File: src/rtl/elm_hidden_accum.sv
// Small synchronous FIFO used as the hidden-node result buffer.
// Latency: a push is visible at the head one edge later. Backpressure: pushes are dropped when full,
// so the owner must keep its own occupancy below DEPTH. Pops are ignored when empty.
module elm_fifo #(
  parameter int W     = 20,
  parameter int DEPTH = 4,
  parameter int CW    = $clog2(DEPTH + 1)
) (
  input  logic          clk2,
  input  logic          reset_an2,
  input  logic          clr,
  input  logic          push,
  input  logic [W-1:0]  push_dat,
  input  logic          pop,
  output logic [W-1:0]  head_dat,
  output logic [CW-1:0] cnt
);
  localparam int AW = (DEPTH > 1) ? $clog2(DEPTH) : 1;

  logic [W-1:0]  mem_q [DEPTH];
  logic [W-1:0]  mem_d [DEPTH];
  logic [AW-1:0] wr_q, wr_d, rd_q, rd_d;
  logic [CW-1:0] cnt_q, cnt_d;
  logic          do_push, do_pop;

  always_comb begin
    do_pop  = pop && (cnt_q != '0);
    do_push = push && ((cnt_q != CW'(DEPTH)) || do_pop);
    mem_d   = mem_q;
    wr_d    = wr_q;
    rd_d    = rd_q;
    cnt_d   = cnt_q;
    if (do_push) begin
      mem_d[wr_q] = push_dat;
      wr_d        = (wr_q == AW'(DEPTH - 1)) ? '0 : wr_q + 1'b1;
    end
    if (do_pop) begin
      rd_d = (rd_q == AW'(DEPTH - 1)) ? '0 : rd_q + 1'b1;
    end
    case ({do_push, do_pop})
      2'b10:   cnt_d = cnt_q + 1'b1;
      2'b01:   cnt_d = cnt_q - 1'b1;
      default: cnt_d = cnt_q;
    endcase
    if (clr) begin
      wr_d  = '0;
      rd_d  = '0;
      cnt_d = '0;
    end
  end

  always_ff @(posedge clk2 or negedge reset_an2) begin
    if (!reset_an2) begin
      for (int i = 0; i < DEPTH; i++) mem_q[i] <= '0;
      wr_q  <= '0;
      rd_q  <= '0;
      cnt_q <= '0;
    end else begin
      mem_q <= mem_d;
      wr_q  <= wr_d;
      rd_q  <= rd_d;
      cnt_q <= cnt_d;
    end
  end

  assign head_dat = mem_q[rd_q];
  assign cnt      = cnt_q;
endmodule

// ELM hidden layer: per neuron, saturating signed MAC over NUM_TAPS stimulus/weight pairs, >>>SHIFT, ReLU.
// Latency: result at node_valid 2 edges after the edge accepting the last tap (empty buffer).
// Backpressure: in_ready low in FINISH, during soft_clear, or when buffer plus in-flight result is full.
module elm_hidden_accum #(
  parameter int DATA_W     = 16,
  parameter int WGT_W      = 11,
  parameter int ACC_W      = 32,
  parameter int NUM_TAPS   = 128,
  parameter int NUM_NODES  = 12,
  parameter int SHIFT      = 8,
  parameter int OUT_W      = 16,
  parameter int OBUF_DEPTH = 4
) (
  input  logic              clk2,
  input  logic              reset_an2,
  input  logic              soft_clear,
  input  logic              in_valid,
  output logic              in_ready,
  input  logic [DATA_W-1:0] in_stimulus,
  input  logic [WGT_W-1:0]  in_weight,
  output logic              node_valid,
  input  logic              node_ready,
  output logic [OUT_W-1:0]  node_data,
  output logic [3:0]        node_index,
  output logic              frame_done,
  output logic              ovf
);
  localparam int PROD_W = DATA_W + WGT_W;
  localparam int TAP_W  = $clog2(NUM_TAPS);
  localparam int NODE_W = 4;
  localparam int ENT_W  = NODE_W + OUT_W;
  localparam int CW     = $clog2(OBUF_DEPTH + 1);

  typedef enum logic [1:0] {IDLE, ACCUM, FINISH} state_e;

  state_e                   state_q, state_d;
  logic signed [ACC_W-1:0]  acc_q, acc_d;
  logic [TAP_W-1:0]         tap_q, tap_d;
  logic [NODE_W-1:0]        node_q, node_d;
  logic                     ovf_q, ovf_d;
  logic                     pend_vld_q, pend_vld_d;
  logic [ENT_W-1:0]         pend_dat_q, pend_dat_d;
  logic                     frame_done_q, frame_done_d;

  logic [PROD_W-1:0]        stim_ext, wgt_ext;
  logic signed [PROD_W-1:0] prod;
  logic signed [ACC_W-1:0]  base;
  logic signed [ACC_W:0]    sum;
  logic signed [ACC_W-1:0]  acc_sat;
  logic                     acc_ovf;
  logic signed [ACC_W-1:0]  shifted;
  logic [OUT_W-1:0]         relu;
  logic                     in_xfer;
  logic                     fifo_clr;
  logic                     fifo_pop;
  logic [ENT_W-1:0]         head_dat;
  logic [CW-1:0]            obuf_cnt;
  logic [CW:0]              occupancy;

  // Sum kept one bit wider than the accumulator so overflow shows up as a sign disagreement.
  always_comb begin
    stim_ext = {{WGT_W{in_stimulus[DATA_W-1]}}, in_stimulus};
    wgt_ext  = {{DATA_W{in_weight[WGT_W-1]}}, in_weight};
    prod     = $signed(stim_ext) * $signed(wgt_ext);
    base     = (tap_q == '0) ? '0 : acc_q;
    sum      = $signed({base[ACC_W-1], base})
             + $signed({{(ACC_W + 1 - PROD_W){prod[PROD_W-1]}}, prod});
    acc_ovf  = sum[ACC_W] ^ sum[ACC_W-1];
    if (!acc_ovf) begin
      acc_sat = sum[ACC_W-1:0];
    end else if (sum[ACC_W]) begin
      acc_sat = {1'b1, {(ACC_W - 1){1'b0}}};
    end else begin
      acc_sat = {1'b0, {(ACC_W - 1){1'b1}}};
    end
    shifted = acc_q >>> SHIFT;
    if (shifted[ACC_W-1]) begin
      relu = '0;
    end else if (|shifted[ACC_W-2:OUT_W]) begin
      relu = '1;
    end else begin
      relu = shifted[OUT_W-1:0];
    end
  end

  // The in-flight result counts as occupied so FINISH can never find the buffer full.
  always_comb begin
    occupancy = {1'b0, obuf_cnt} + {{CW{1'b0}}, pend_vld_q};
    in_ready  = !soft_clear && (state_q != FINISH) && (occupancy < (CW + 1)'(OBUF_DEPTH));
    in_xfer   = in_valid && in_ready;
  end

  always_comb begin
    state_d      = state_q;
    acc_d        = acc_q;
    tap_d        = tap_q;
    node_d       = node_q;
    ovf_d        = ovf_q;
    pend_vld_d   = 1'b0;
    pend_dat_d   = pend_dat_q;
    frame_done_d = 1'b0;
    fifo_clr     = 1'b0;
    if (soft_clear) begin
      state_d    = IDLE;
      acc_d      = '0;
      tap_d      = '0;
      node_d     = '0;
      ovf_d      = 1'b0;
      pend_dat_d = '0;
      fifo_clr   = 1'b1;
    end else begin
      case (state_q)
        IDLE, ACCUM: begin
          if (in_xfer) begin
            acc_d = acc_sat;
            if (acc_ovf) ovf_d = 1'b1;
            if (tap_q == TAP_W'(NUM_TAPS - 1)) begin
              tap_d   = '0;
              state_d = FINISH;
            end else begin
              tap_d   = tap_q + 1'b1;
              state_d = ACCUM;
            end
          end
        end
        FINISH: begin
          pend_vld_d = 1'b1;
          pend_dat_d = {node_q, relu};
          if (node_q == NODE_W'(NUM_NODES - 1)) begin
            node_d       = '0;
            frame_done_d = 1'b1;
          end else begin
            node_d = node_q + 1'b1;
          end
          state_d = IDLE;
        end
        default: state_d = IDLE;
      endcase
    end
  end

  always_ff @(posedge clk2 or negedge reset_an2) begin
    if (!reset_an2) begin
      state_q      <= IDLE;
      acc_q        <= '0;
      tap_q        <= '0;
      node_q       <= '0;
      ovf_q        <= 1'b0;
      pend_vld_q   <= 1'b0;
      pend_dat_q   <= '0;
      frame_done_q <= 1'b0;
    end else begin
      state_q      <= state_d;
      acc_q        <= acc_d;
      tap_q        <= tap_d;
      node_q       <= node_d;
      ovf_q        <= ovf_d;
      pend_vld_q   <= pend_vld_d;
      pend_dat_q   <= pend_dat_d;
      frame_done_q <= frame_done_d;
    end
  end

  assign fifo_pop = node_valid && node_ready;

  elm_fifo #(
    .W     (ENT_W),
    .DEPTH (OBUF_DEPTH),
    .CW    (CW)
  ) u_obuf (
    .clk2      (clk2),
    .reset_an2 (reset_an2),
    .clr       (fifo_clr),
    .push      (pend_vld_q),
    .push_dat  (pend_dat_q),
    .pop       (fifo_pop),
    .head_dat  (head_dat),
    .cnt       (obuf_cnt)
  );

  always_comb begin
    node_valid = (obuf_cnt != '0);
    if (node_valid) begin
      {node_index, node_data} = head_dat;
    end else begin
      node_index = '0;
      node_data  = '0;
    end
  end

  assign frame_done = frame_done_q;
  assign ovf        = ovf_q;
endmodule

File: config.mk
export PLATFORM = sky130hd
export DESIGN_NAME = elm_hidden_accum
export DESIGN_NICKNAME = d
export VERILOG_FILES = /design/src/rtl/elm_hidden_accum.sv
export SDC_FILE = /design/constraint.sdc
export NUM_CORES = 1
export LEC_CHECK = 0
export ABC_CLOCK_PERIOD_IN_PS = 11500
export CAP_MARGIN = 10
export CELL_PAD_IN_SITES_DETAIL_PLACEMENT = 1
export CELL_PAD_IN_SITES_GLOBAL_PLACEMENT = 2
export CORE_MARGIN = 2
export CORE_UTILIZATION = 45
export DETAILED_ROUTE_END_ITERATION = 10
export GPL_ROUTABILITY_DRIVEN = 0
export HOLD_SLACK_MARGIN = 0.06
export PLACE_DENSITY_LB_ADDON = 0.1
export SKIP_CTS_REPAIR_TIMING = 1
export SYNTH_ARGS = -nofsm -noshare
export SYNTH_HDL_FRONTEND = slang
export SYNTH_SLANG_ARGS = --single-unit
File: constraint.sdc
create_clock -name clk2 -period 11.5 [get_ports clk2]
set_clock_uncertainty 0.1 [all_clocks]
set_input_delay 2.3 -clock clk2 [delete_from_list [all_inputs] [get_ports clk2]]
set_output_delay 2.3 -clock clk2 [all_outputs]
set_load 0.01 [all_outputs]
Word level (Yosys, flattened, before mapping)
Cells that the tools add are included.

Add/subtract/negate cells: 8. Multipliers: 1. Order comparisons: 4. Equal/unequal tests: 11. Multiplexer cells: 47. Bitwise gates (word level): 3. Reductions and logical operators: 23.

Operator list (number): $mux 32 (6); $mux 20 (5); $bwmux 80 (1); $mux 16 (3); $bmux 20 s2 (1); $demux 20 s2 (1); $add 32x27->33 (1); $mux 7 (4); $mul 16x11->27 (1); $mux 2 (10); $mux 4 (4); $reduce_bool 2->1 (6); $mux 1 (10); $eq 2x2->1 const B (4); $reduce_or 8->1 (1); $add 7x1->7 const B (1); $eq 7x7->1 const B (1); $logic_and 1x1->1 (7); $logic_not 7->1 (1); $ge 3x3->1 const B (2); $ne 3x3->1 const B (2); $not 2->3 (2); $pmux 3 s2 (1); $reduce_bool 3->1 (2); 18 further kinds (20).

Bits in registers: 155. Bits of input ports: 32. Output and inout bits: 24. Word-level logic and storage cells: 112.

Depth between registers and ports, before layout
Depth after elaboration: 8. Mapped depth: 27. Gate-level depth less buffers: 24.

Modules after synthesis
From an unflattened synthesis, not the netlist that was laid out.

Cells, all modules: 1550. Area total of the unflattened synthesis: 15821.4 µm².

Modules (own cells, without submodules): elm_hidden_accum (times used 1, cells an instance 1293, area an instance 11757.5 µm², sequential area each 1701.6 µm²); elm_fifo (times used 1, cells an instance 257, area an instance 4063.9 µm², sequential area each 2177.1 µm²).

Worst setup path before layout
OpenSTA, ideal clock, no wires.

Path kind: input to register. From: input port in_stimulus[15]. To: register acc_q[22]. Library setup time: 0.151 ns. Data arrival time: 8.049 ns. Data required time: 11.249 ns. Path slack: 3.199 ns. Stages: 22. Buffers on the path: 2. Cell sequence: clkbuf_1 -> nand2_1 -> fa_1 -> inv_1 -> ha_1 -> inv_1 -> fa_1 -> inv_1 -> fa_1 -> inv_1 -> fa_1 -> inv_1 -> ha_1 -> nand3_1 -> or3_1 -> a211o_1 -> and4_4 -> or2_4 -> a311oi_4 -> xnor2_1 -> buf_6 -> a22oi_2.

Word-level cells in the longest chain between the ends: 7. Elaborated cells between the ends (all ways): 8. Those cells by class: add/sub: 1; mul: 1; mux: 5; bitwise: 1.

Ends and longest elaborated chain: start, declared (RTL line 88) `input logic [DATA_W-1:0] in_stimulus,`; $mul 16x11->27 (*) (RTL line 133) `prod = $signed(stim_ext) * $signed(wgt_ext);`; $add 32x27->33 (*) (RTL line 136) `+ $signed({{(ACC_W + 1 - PROD_W){prod[PROD_W-1]}}, prod});`; $mux 32 or $xor 1x1->1 (tied branches) (RTL line 140, 137); $mux 32 (*) (RTL line 138) `if (!acc_ovf) begin`; $mux 32 (*) (RTL line 183) `if (in_xfer) begin`; $mux 32 (*) (RTL line 181) `case (state_q)`; $mux 32 (*) (RTL line 172) `if (soft_clear) begin`; end signal, assigned (RTL line 214) `acc_q <= '0;`; end signal, assigned (RTL line 223) `acc_q <= acc_d;`; end, declared (RTL line 106) `logic signed [ACC_W-1:0] acc_q, acc_d;`.

Every way passes the cells marked *; elsewhere a longest branch is shown, timed or not. The select of a mux whose other input is x is not followed. A chain may end at the register's enable or synchronous reset.

Worst setup path after layout
From: input port in_weight[0]. To: register acc_q[30].

Word-level cells in the longest chain between the ends: 7. Elaborated cells between the ends (all ways): 8. Those cells by class: add/sub: 1; mul: 1; mux: 5; bitwise: 1.

Ends and longest elaborated chain: start, declared (RTL line 89) `input logic [WGT_W-1:0] in_weight,`; $mul 16x11->27 (*) (RTL line 133); $add 32x27->33 (*) (RTL line 136); $mux 32 or $xor 1x1->1 (tied branches) (RTL line 140, 137); $mux 32 (*) (RTL line 138); $mux 32 (*) (RTL line 183); $mux 32 (*) (RTL line 181); $mux 32 (*) (RTL line 172).

Marks and branches as above.

==> results.json <==
{
  "status": "completed",
  "drive_above_1_share": 0.113,
  "core_mm2": 0.0346,
  "die_h_um": 192,
  "clockRootBuffer": "clkbuf_16",
  "syn_to_final_growth_pct": 9.55,
  "die_w_um": 192,
  "finalNonFillerCells": 2079,
  "antenna_found_initial": 0,
  "worstPathRequired_ps": 11670,
  "endpoint_kind": "flop",
  "drtPass1Iterations": 4,
  "grt_pass1_vias": 12100,
  "fillers": 3875,
  "synth_edf_count": 0,
  "vias": 10900,
  "setup_violations": 0,
  "yosysSeqAreaShare": 0.244,
  "finalCritPeriodShare": 0.805,
  "nets": 1947,
  "netlist_area_mm2": 0.0159,
  "worstPathArrival_ps": 9430,
  "viasPerCell": 5.24,
  "synthCells": 1598,
  "drc": 0,
  "cts.clk_slew.worst_paths_ps": 60,
  "final_common_cell": "inv_1",
  "rows": 68,
  "antennaDiodeCount": 0,
  "maxCapViolCount": 0,
  "r2r_start": "tap_q[1]",
  "setup_tns_ps": 0,
  "yosys_register_bits": 155,
  "initial_utilization": 0.458,
  "synth_ff_type": "dfrtp_1",
  "yosysWarnings": 0,
  "hpwl_um": 29800,
  "synth-async-reset-ratio": 1.00,
  "htreeDepth": 4,
  "antenna_left": 0,
  "drv_slew": 0,
  "crit_path_end": "acc_q[30]",
  "cts_tree": "built",
  "die_area_mm2": 0.0368,
  "reg2reg_depth": 23,
  "hold_viol_final": 0,
  "startpoint": "in_weight[0]",
  "crit_path_start_kind": "primary input",
  "fin_crit_ps": 9260,
  "holdCritStartpoint": "state_q[1]",
  "fmax_ghz": 0.108,
  "syn_nets": 1934,
  "ios": 56,
  "grt_max_degree": 90,
  "layout_common_cells": "302 x inv_1, 216 x fa_1, 194 x nand2_1",
  "io_buffers": 55,
  "rsz0062_at_grt": "no",
  "relSlewSlack": 0.227,
  "numCtsBuffers": 17,
  "wl_um": 38100,
  "avgSynthCellArea_um2": 9.93,
  "criticalPathCategory": "primary input to flop",
  "overflow": 0,
  "numClockSinks": 155,
  "synth.distinct_cells": 62,
  "drtIter0Drc": 398,
  "dp_slack_ps": 1770,
  "reg2reg_slack_ps": 4240,
  "wl_per_cell_um": 18.3,
  "crit_path_max_fanout": 32,
  "dp.cells": 2047,
  "hold_ws_ps": 369,
  "setup_slack_ps": 2240,
  "grt_pass1_wl_um": 63900,
  "hold_path_class": "flop to flop",
  "ctsLongestPathBuffers": 2,
  "r2r-end": "acc_q[22]",
  "grt_usage": 0.223,
  "worstMarginPinSlew_ps": 1160,
  "clock_latency_ps": 430
}
==> registers in the layout, summed over array words and instances, names as in the netlist <==
signal	cells
acc_q	32
frame_done	1
node_q	4
ovf	1
pend_dat_q	20
pend_vld_q	1
state_q	2
tap_q	7
u_obuf.cnt	3
u_obuf.mem_q	80
u_obuf.rd_q	2
u_obuf.wr_q	2
==> critical path, cell delays in order <==
cell             delay [ps]
clkdlybuf4s50_1         820
nand2_1                 690
fa_1                    740
inv_1                    40
ha_1                    260
inv_1                    50
fa_1                    490
inv_1                    60
fa_1                    530
inv_1                    50
fa_1                    470
inv_1                    40
ha_1                    400
nand3_1                 180
or3_1                   400
a211o_1                 260
and4_4                  220
or2_4                   270
a311oi_4                410
xnor2_2                 150
buf_4                   470
a22oi_1                 130
==> metal layers <==
layer,global-route usage,wire (um),vias up
met1,0.303,17300,5709
met3,0.0223,479,20
met5,0,0,-
met4,0.0337,323,0
met2,0.396,20000,75
li1,-,-,5092
==> stage by stage <==
stage	cell area [um^2]	utilization
finish	17400	0.502
global route	17400	0.502
CTS	17400	0.502
detailed placement	16800	0.485
global placement	16800	0.485
floorplan	15900	-
==> synthesized netlist by cell type (13+ instances only) <==
| master | instances | area (um^2) |
|---|---|---|
| clkbuf_1 | 63 | 236 |
| dfrtp_1 | 155 | 3880 |
| nor3_1 | 13 | 65.1 |
| mux4_2 | 20 | 450 |
| ha_1 | 88 | 1100 |
| nand2_1 | 194 | 728 |
| a22oi_2 | 29 | 363 |
| a21oi_1 | 67 | 335 |
| mux2_2 | 81 | 912 |
| nor2_1 | 68 | 255 |
| inv_1 | 302 | 1130 |
| xnor2_1 | 25 | 219 |
| o21ai_0 | 37 | 185 |
| fa_1 | 216 | 4320 |
| and2_1 | 107 | 669 |
==> kinds of logic (layout without fill, tap and decap cells) <==
family          after synthesis  in the layout  synth area share
mux                         105            105            0.0884
flops                       155            155             0.244
compound gates              195            195            0.0880
xor+xnor                     36             36            0.0199
simple gates                428            428             0.127
fa+ha+maj                   304            304             0.342
buf+inv                     375            401            0.0904
==> worst min path at each step <==
| stage | to | depth (start not counted) | slack (ps) |
|---|---|---|---|
| after global placement | state_q[0] | 1 | 360 |
| after floorplan | state_q[0] | 1 | 340 |
| after CTS | state_q[0] | 1 | 370 |
| final | state_q[0] | 1 | 370 |
| after global routing | state_q[0] | 1 | 390 |
| after detailed placement | state_q[0] | 1 | 360 |
==> area by class of cell <==
cell class	count	area, um^2	share of cell area
Clock buffer	21	470	0.0271
Tap cell	455	569	0.0327
Inverter	302	1130	0.0652
Multi-Input combinational cell	1068	10600	0.609
Sequential cell	155	3880	0.223
Clock inverter	11	111	0.00641
Timing Repair Buffer	67	642	0.0369
Power is not shown: default switching activity piles up to over one toggle a cycle in this logic, so the estimate is an artifact.
==> edit 1 (same flow settings) <==
Change the parameter `DATA_W` from 16 to 20.
--- a/src/rtl/elm_hidden_accum.sv
+++ b/src/rtl/elm_hidden_accum.sv
@@ -72,5 +72,5 @@
 // Backpressure: in_ready low in FINISH, during soft_clear, or when buffer plus in-flight result is full.
 module elm_hidden_accum #(
-  parameter int DATA_W     = 16,
+  parameter int DATA_W     = 20,
   parameter int WGT_W      = 11,
   parameter int ACC_W      = 32,
Ports: changed (resized in_stimulus); port bits go from 56 to 60. The function was not compared with the original's and may differ.
==> edit 1 against the original RTL <==
  * Worst setup slack gained 0.14 ns
  * Global-route usage is 0.67 points lower
  * Sequential cell count did not move
  * Routed wire length grew 1.0%
  * Non-clock buffer count up 3
  * Design area rose by 1.4%
  * Register-to-register slack improved by 0.03 ns
  * Synthesized area increased by 1.8%
==> edit 1: results (changes against the original RTL) <==
Status -> finished, final reports clean (unchanged)
Leakage power -> 8.68 nW
Hpwl dp -> 30.3 mm (was 29.8 mm)
DR iter-0 viols -> 488 (was 398)
Critical Path AT -> 9.31 ns (was 9.43 ns)
Top FF cell, synth -> dfrtp_1 (unchanged)
Final Critical Period -> 9.11 ns (was 9.26 ns)
Worst slew pin tran -> 1.10 ns (was 1.16 ns)
GRT Total Usage -> 21.7% (was 22.3%)
DR WL/cell -> 18.7 um (was 18.3 um)
CP Max Fanout -> 29 (was 32)
FFs w/ async S/R, synth -> 100% (unchanged)
Placed Cells -> 2,030 (was 2,047)
Cell variety after synth -> 63 (was 62)
Register area share after synthesis -> 24.0% (was 24.4%)
Largest cells by area after synthesis -> fa_1 (30%), dfrtp_1 (24%), ha_1 (6.7%) (was fa_1 (27%), dfrtp_1 (24%), inv_1 (7.1%))
Pre-CTS setup slack -> 1.95 ns (was 1.77 ns)
Hold WC Path Type -> flop to flop (unchanged)
RR Startpoint -> tap_q[0]$_DFFE_PN0P_ (was tap_q[1]$_DFFE_PN0P_)
Largest net degree at the start of global routing -> 84 (was 90)
Via density -> 5.27 (was 5.24)
Crit path largest cell delay -> 0.97 ns (was 0.82 ns)
Leading cell types by count after synthesis -> inv_1 (287), fa_1 (240), nand2_1 (177), dfrtp_1 (155), and2_1 (127) (was inv_1 (302), fa_1 (216), nand2_1 (194), dfrtp_1 (155), and2_1 (107))
Syn_nets -> 1,946 (was 1,934)
Largest registers -> u_obuf.mem_q (80), acc_q (32), pend_dat_q (20) (unchanged)
Path depth of the worst reg2reg path -> 24 (was 23)
DRT Pass-1 Iters -> 4 (unchanged)
Buffers on Ports -> 59 (was 55)
Routed vias -> 10.9k (about the same)
Critical R2R Capture -> acc_q[4]$_DFFE_PN0P_ (was acc_q[22]$_DFFE_PN0P_)
Share of layout cells above drive strength 1 -> 9.87% (was 11.3%)
First-pass GRT wire length -> 64.5 mm (was 63.9 mm)
Reg2Reg Setup Slack -> 4.27 ns (was 4.24 ns)
Syn Inst Count -> 1,583 (was 1,598)
Vias in the first global route -> 12.1k (about the same)
==> edit 1: cell types whose count changed after synthesis, sizes merged, moves of 11 or more <==
cell    change
and2       +17
inv        -15
fa         +24
o21ai      +11
nand2      -17
clkbuf     +11
a22oi      -33
a21oi      -37
a221o      +30
==> edit 1: cell families after synthesis <==
family,synth area share [%]
DFF,24.0
muxes,8.55
adders and majority gates,36.6
AOI/OAI and AO/OA,7.20
xor gates and xnor gates,2.26
buffers and inverters,8.85
and+or+nand+nor,12.5
==> edit 1: critical path, delay by kind of cell <==
| kind | cells | cell delay, ns |
|---|---|---|
| buffers and inverters | 7 | 1.45 |
| AO/OA/AOI/OAI | 8 | 1.87 |
| AND/OR/NAND/NOR | 1 | 0.55 |
| adder cells (fa/ha/maj) | 6 | 2.84 |
| XOR/XNOR | 1 | 0.24 |
==> edit 1: power breakdown <==
| part | switching (W) | internal (W) | total [W] |
|---|---|---|---|
| clock network | 0.000242 | 0.000309 | 0.000551 |
| registers | 0.0000344 | 0.000621 | 0.000655 |
| logic | 0.00250 | 0.00182 | 0.00432 |
| total | 0.00278 | 0.00275 | 0.00553 |
==> edit 1: worst max path at each step <==
| stage | start | end | depth (start not counted) |
|---|---|---|---|
| final | in_weight[1] | acc_q[4]$_DFFE_PN0P_ | 23 |
| after CTS | in_weight[1] | acc_q[5]$_DFFE_PN0P_ | 23 |
| after global routing | in_weight[1] | acc_q[2]$_DFFE_PN0P_ | 23 |
| after detailed placement | in_weight[1] | acc_q[3]$_DFFE_PN0P_ | 23 |
| after floorplan | in_stimulus[19] | acc_q[19]$_DFFE_PN0P_ | 25 |
| after global placement | in_weight[1] | acc_q[2]$_DFFE_PN0P_ | 21 |
==> edit 1: area by class of cell <==
class | instances | area [um2]
fillers | 3891 | 17800
clock inverters | 14 | 136
flip-flops and latches | 155 | 3880
repair buffers | 70 | 674
inverters | 288 | 1080
multi-input cells | 1056 | 10800
clock buffers | 18 | 439
well taps | 461 | 577
==> edit 1: stage by stage <==
stage / power [W] / hold slack [ns] / area [um2] / utilization (%)
6_report: 0.00553 / 0.399 / 17600 / 49.7
5_1_grt: 0.00614 / 0.419 / 17600 / 49.7
4_1_cts: 0.00563 / 0.401 / 17600 / 49.7
3_5_place_dp: 0.00504 / 0.389 / 17100 / 48.1
3_3_place_gp: 0.00497 / 0.351 / 17100 / 48.1
2_1_floorplan: 0.00403 / 0.337 / 16200 / -
==> edit 1: per-layer routing <==
metal	track usage, %	vias to the layer above	share of wire [%]
met5	0	-	0
met4	3.31	0	0.85
met3	2.82	22	2.4
met2	38.6	87	53
met1	28.8	5770	43
li1	-	4980	-
==> edit 2 (same flow settings) <==
Without the edit above. The 3 states of `state_e` get a one-hot encoding in 3 bits.
--- a/src/rtl/elm_hidden_accum.sv
+++ b/src/rtl/elm_hidden_accum.sv
@@ -101,5 +101,5 @@
   localparam int CW     = $clog2(OBUF_DEPTH + 1);
 
-  typedef enum logic [1:0] {IDLE, ACCUM, FINISH} state_e;
+  typedef enum logic [2:0] {IDLE = 3'b001, ACCUM = 3'b010, FINISH = 3'b100} state_e;
 
   state_e                   state_q, state_d;
Formal check against the unedited RTL: same outputs for any inputs over 4 cycles, from zero or initial values and one cycle with reset_an2 low; so few cycles prove little.
==> edit 2 against the original RTL <==
  * Synthesized area decreased by 1.1%
  * Sequential cell count is 1 higher
  * Register-to-register slack better by 0.31 ns
  * Die area shrank 1.1%
  * Design area down 1.0%
  * Worst setup slack better by 0.16 ns
  * Routed wire length shrank 4.6%
  * Highest routed layer unchanged
  * Critical endpoint is now acc_q[7]$_DFFE_PN0P_
  * Count of clock-buffer cells in the layout down 1
  * Core utilization fell by 0.26 points
==> edit 2: results (changes against the original RTL) <==
Cts bufs inserted -> 17 (unchanged)
Placed Cells -> 2,027 (was 2,047)
Share of layout cells above drive strength 1 -> 9.98% (was 11.3%)
DR iter-0 viols -> 442 (was 398)
Register area share after synthesis -> 24.9% (was 24.4%)
Final #Nets -> 1,927 (was 1,947)
First-pass GRT wire length -> 62.3 mm (was 63.9 mm)
Max Buffers Root-to-Sink -> 2 (unchanged)
Critical Path AT -> 9.27 ns (was 9.43 ns)
Status -> finished, final reports clean (unchanged)
Cell variety after synth -> 61 (was 62)
Syn Inst Count -> 1,577 (was 1,598)
Fill cells -> 3,881 (was 3,875)
CP Max Fanout -> 31 (was 32)
Hpwl dp -> 28.6 mm (was 29.8 mm)
DR WL/cell -> 17.7 um (was 18.3 um)
DRT Wirelength -> 36.3 mm (was 38.1 mm)
Vias in the first global route -> 12.1k (about the same)
Syn_nets -> 1,913 (was 1,934)
Largest net degree at the start of global routing -> 66 (was 90)
Worst slew pin tran -> 1.18 ns (was 1.16 ns)
Leading cell types by count after synthesis -> inv_1 (307), fa_1 (216), nand2_1 (200), dfrtp_1 (155), and2_1 (107) (was inv_1 (302), fa_1 (216), nand2_1 (194), dfrtp_1 (155), and2_1 (107))
Clock latency on the worst-skew pair -> 0.42 ns
Routed vias -> 10.8k (was 10.9k)
Leakage power -> 8.55 nW
Largest cells by area after synthesis -> fa_1 (28%), dfrtp_1 (25%), inv_1 (7.3%) (was fa_1 (27%), dfrtp_1 (24%), inv_1 (7.1%))
## edit 2: cell types whose count changed in the layout (fill, tap and decap cells not counted), sizes merged, moves of 7 or more
cell and delta:
a21oi -26, o211ai +30, a22oi -32, xnor2 -9, a22o -7, xor2 +8
## edit 2: cell families after synthesis
logic type / Yosys count / share of synthesized area [%]
and+or+nand+nor: 434 / 13.1
buffers and inverters: 377 / 9.17
adders and majority gates: 304 / 34.6
AOI/OAI and AO/OA: 166 / 7.36
DFF: 156 / 24.9
muxes: 104 / 8.87
xor gates and xnor gates: 36 / 2.10
## edit 2: final timing paths
path,startpoint,end,slack [ns],depth (start not counted)
max,in_weight[0],acc_q[7]$_DFFE_PN0P_,2.41,22
min,acc_q[5]$_DFFE_PN0P_,acc_q[5]$_DFFE_PN0P_,0.40,2
max reg2reg,tap_q[4]$_DFFE_PN0P_,acc_q[7]$_DFFE_PN0P_,4.55,23
min reg2reg,acc_q[5]$_DFFE_PN0P_,acc_q[5]$_DFFE_PN0P_,0.40,2
max in group asynchronous,reset_an2,u_obuf.mem_q[45]$_DFFE_PN0P_,7.80,3
min in group asynchronous,reset_an2,u_obuf.cnt[0]$_DFFE_PN0P_,1.69,1
## edit 2: final cells by class
class	instances	area (um2)	area share [%]
clock buffers	20	467	2.71
well taps	455	569	3.31
inverters	307	1150	6.70
flip-flops and latches	156	3910	22.7
clock inverters	12	135	0.785
multi-input cells	1044	10400	60.2
repair buffers	65	627	3.64
## edit 2: critical path, delay by kind of cell
family	cells	cell delay, ns
buffers and inverters	7	1.45
and+or+nand+nor	1	0.65
adders and majority gates	6	2.84
xor gates and xnor gates	1	0.21
AOI/OAI and AO/OA	7	1.76
## edit 2: layer usage
metal | vias to the layer above | share of wire (%) | GRT usage [%]
met5 | - | 0 | 0
met4 | 0 | 0.79 | 3.19
met3 | 19 | 1.3 | 2.06
met2 | 65 | 53 | 39.4
met1 | 5758 | 44 | 28.4
li1 | 4979 | - | -
## edit 2: report_power, final
group | leakage (nW) | switching [W] | internal, W
combinational | 6.13 | 0.00232 | 0.00160
sequential | 2.13 | 0.0000317 | 0.000612
clock | 0.285 | 0.000241 | 0.000339
## edit 2: metrics by stage
step | hold WS, ns | instance area [um2] | setup slack, ns
floorplan | 0.358 | 15700 | 3.36
global placement | 0.373 | 16600 | 2.09
detailed placement | 0.390 | 16600 | 1.89
CTS | 0.403 | 17200 | 2.34
global route | 0.421 | 17200 | 1.81
finish | 0.400 | 17200 | 2.41
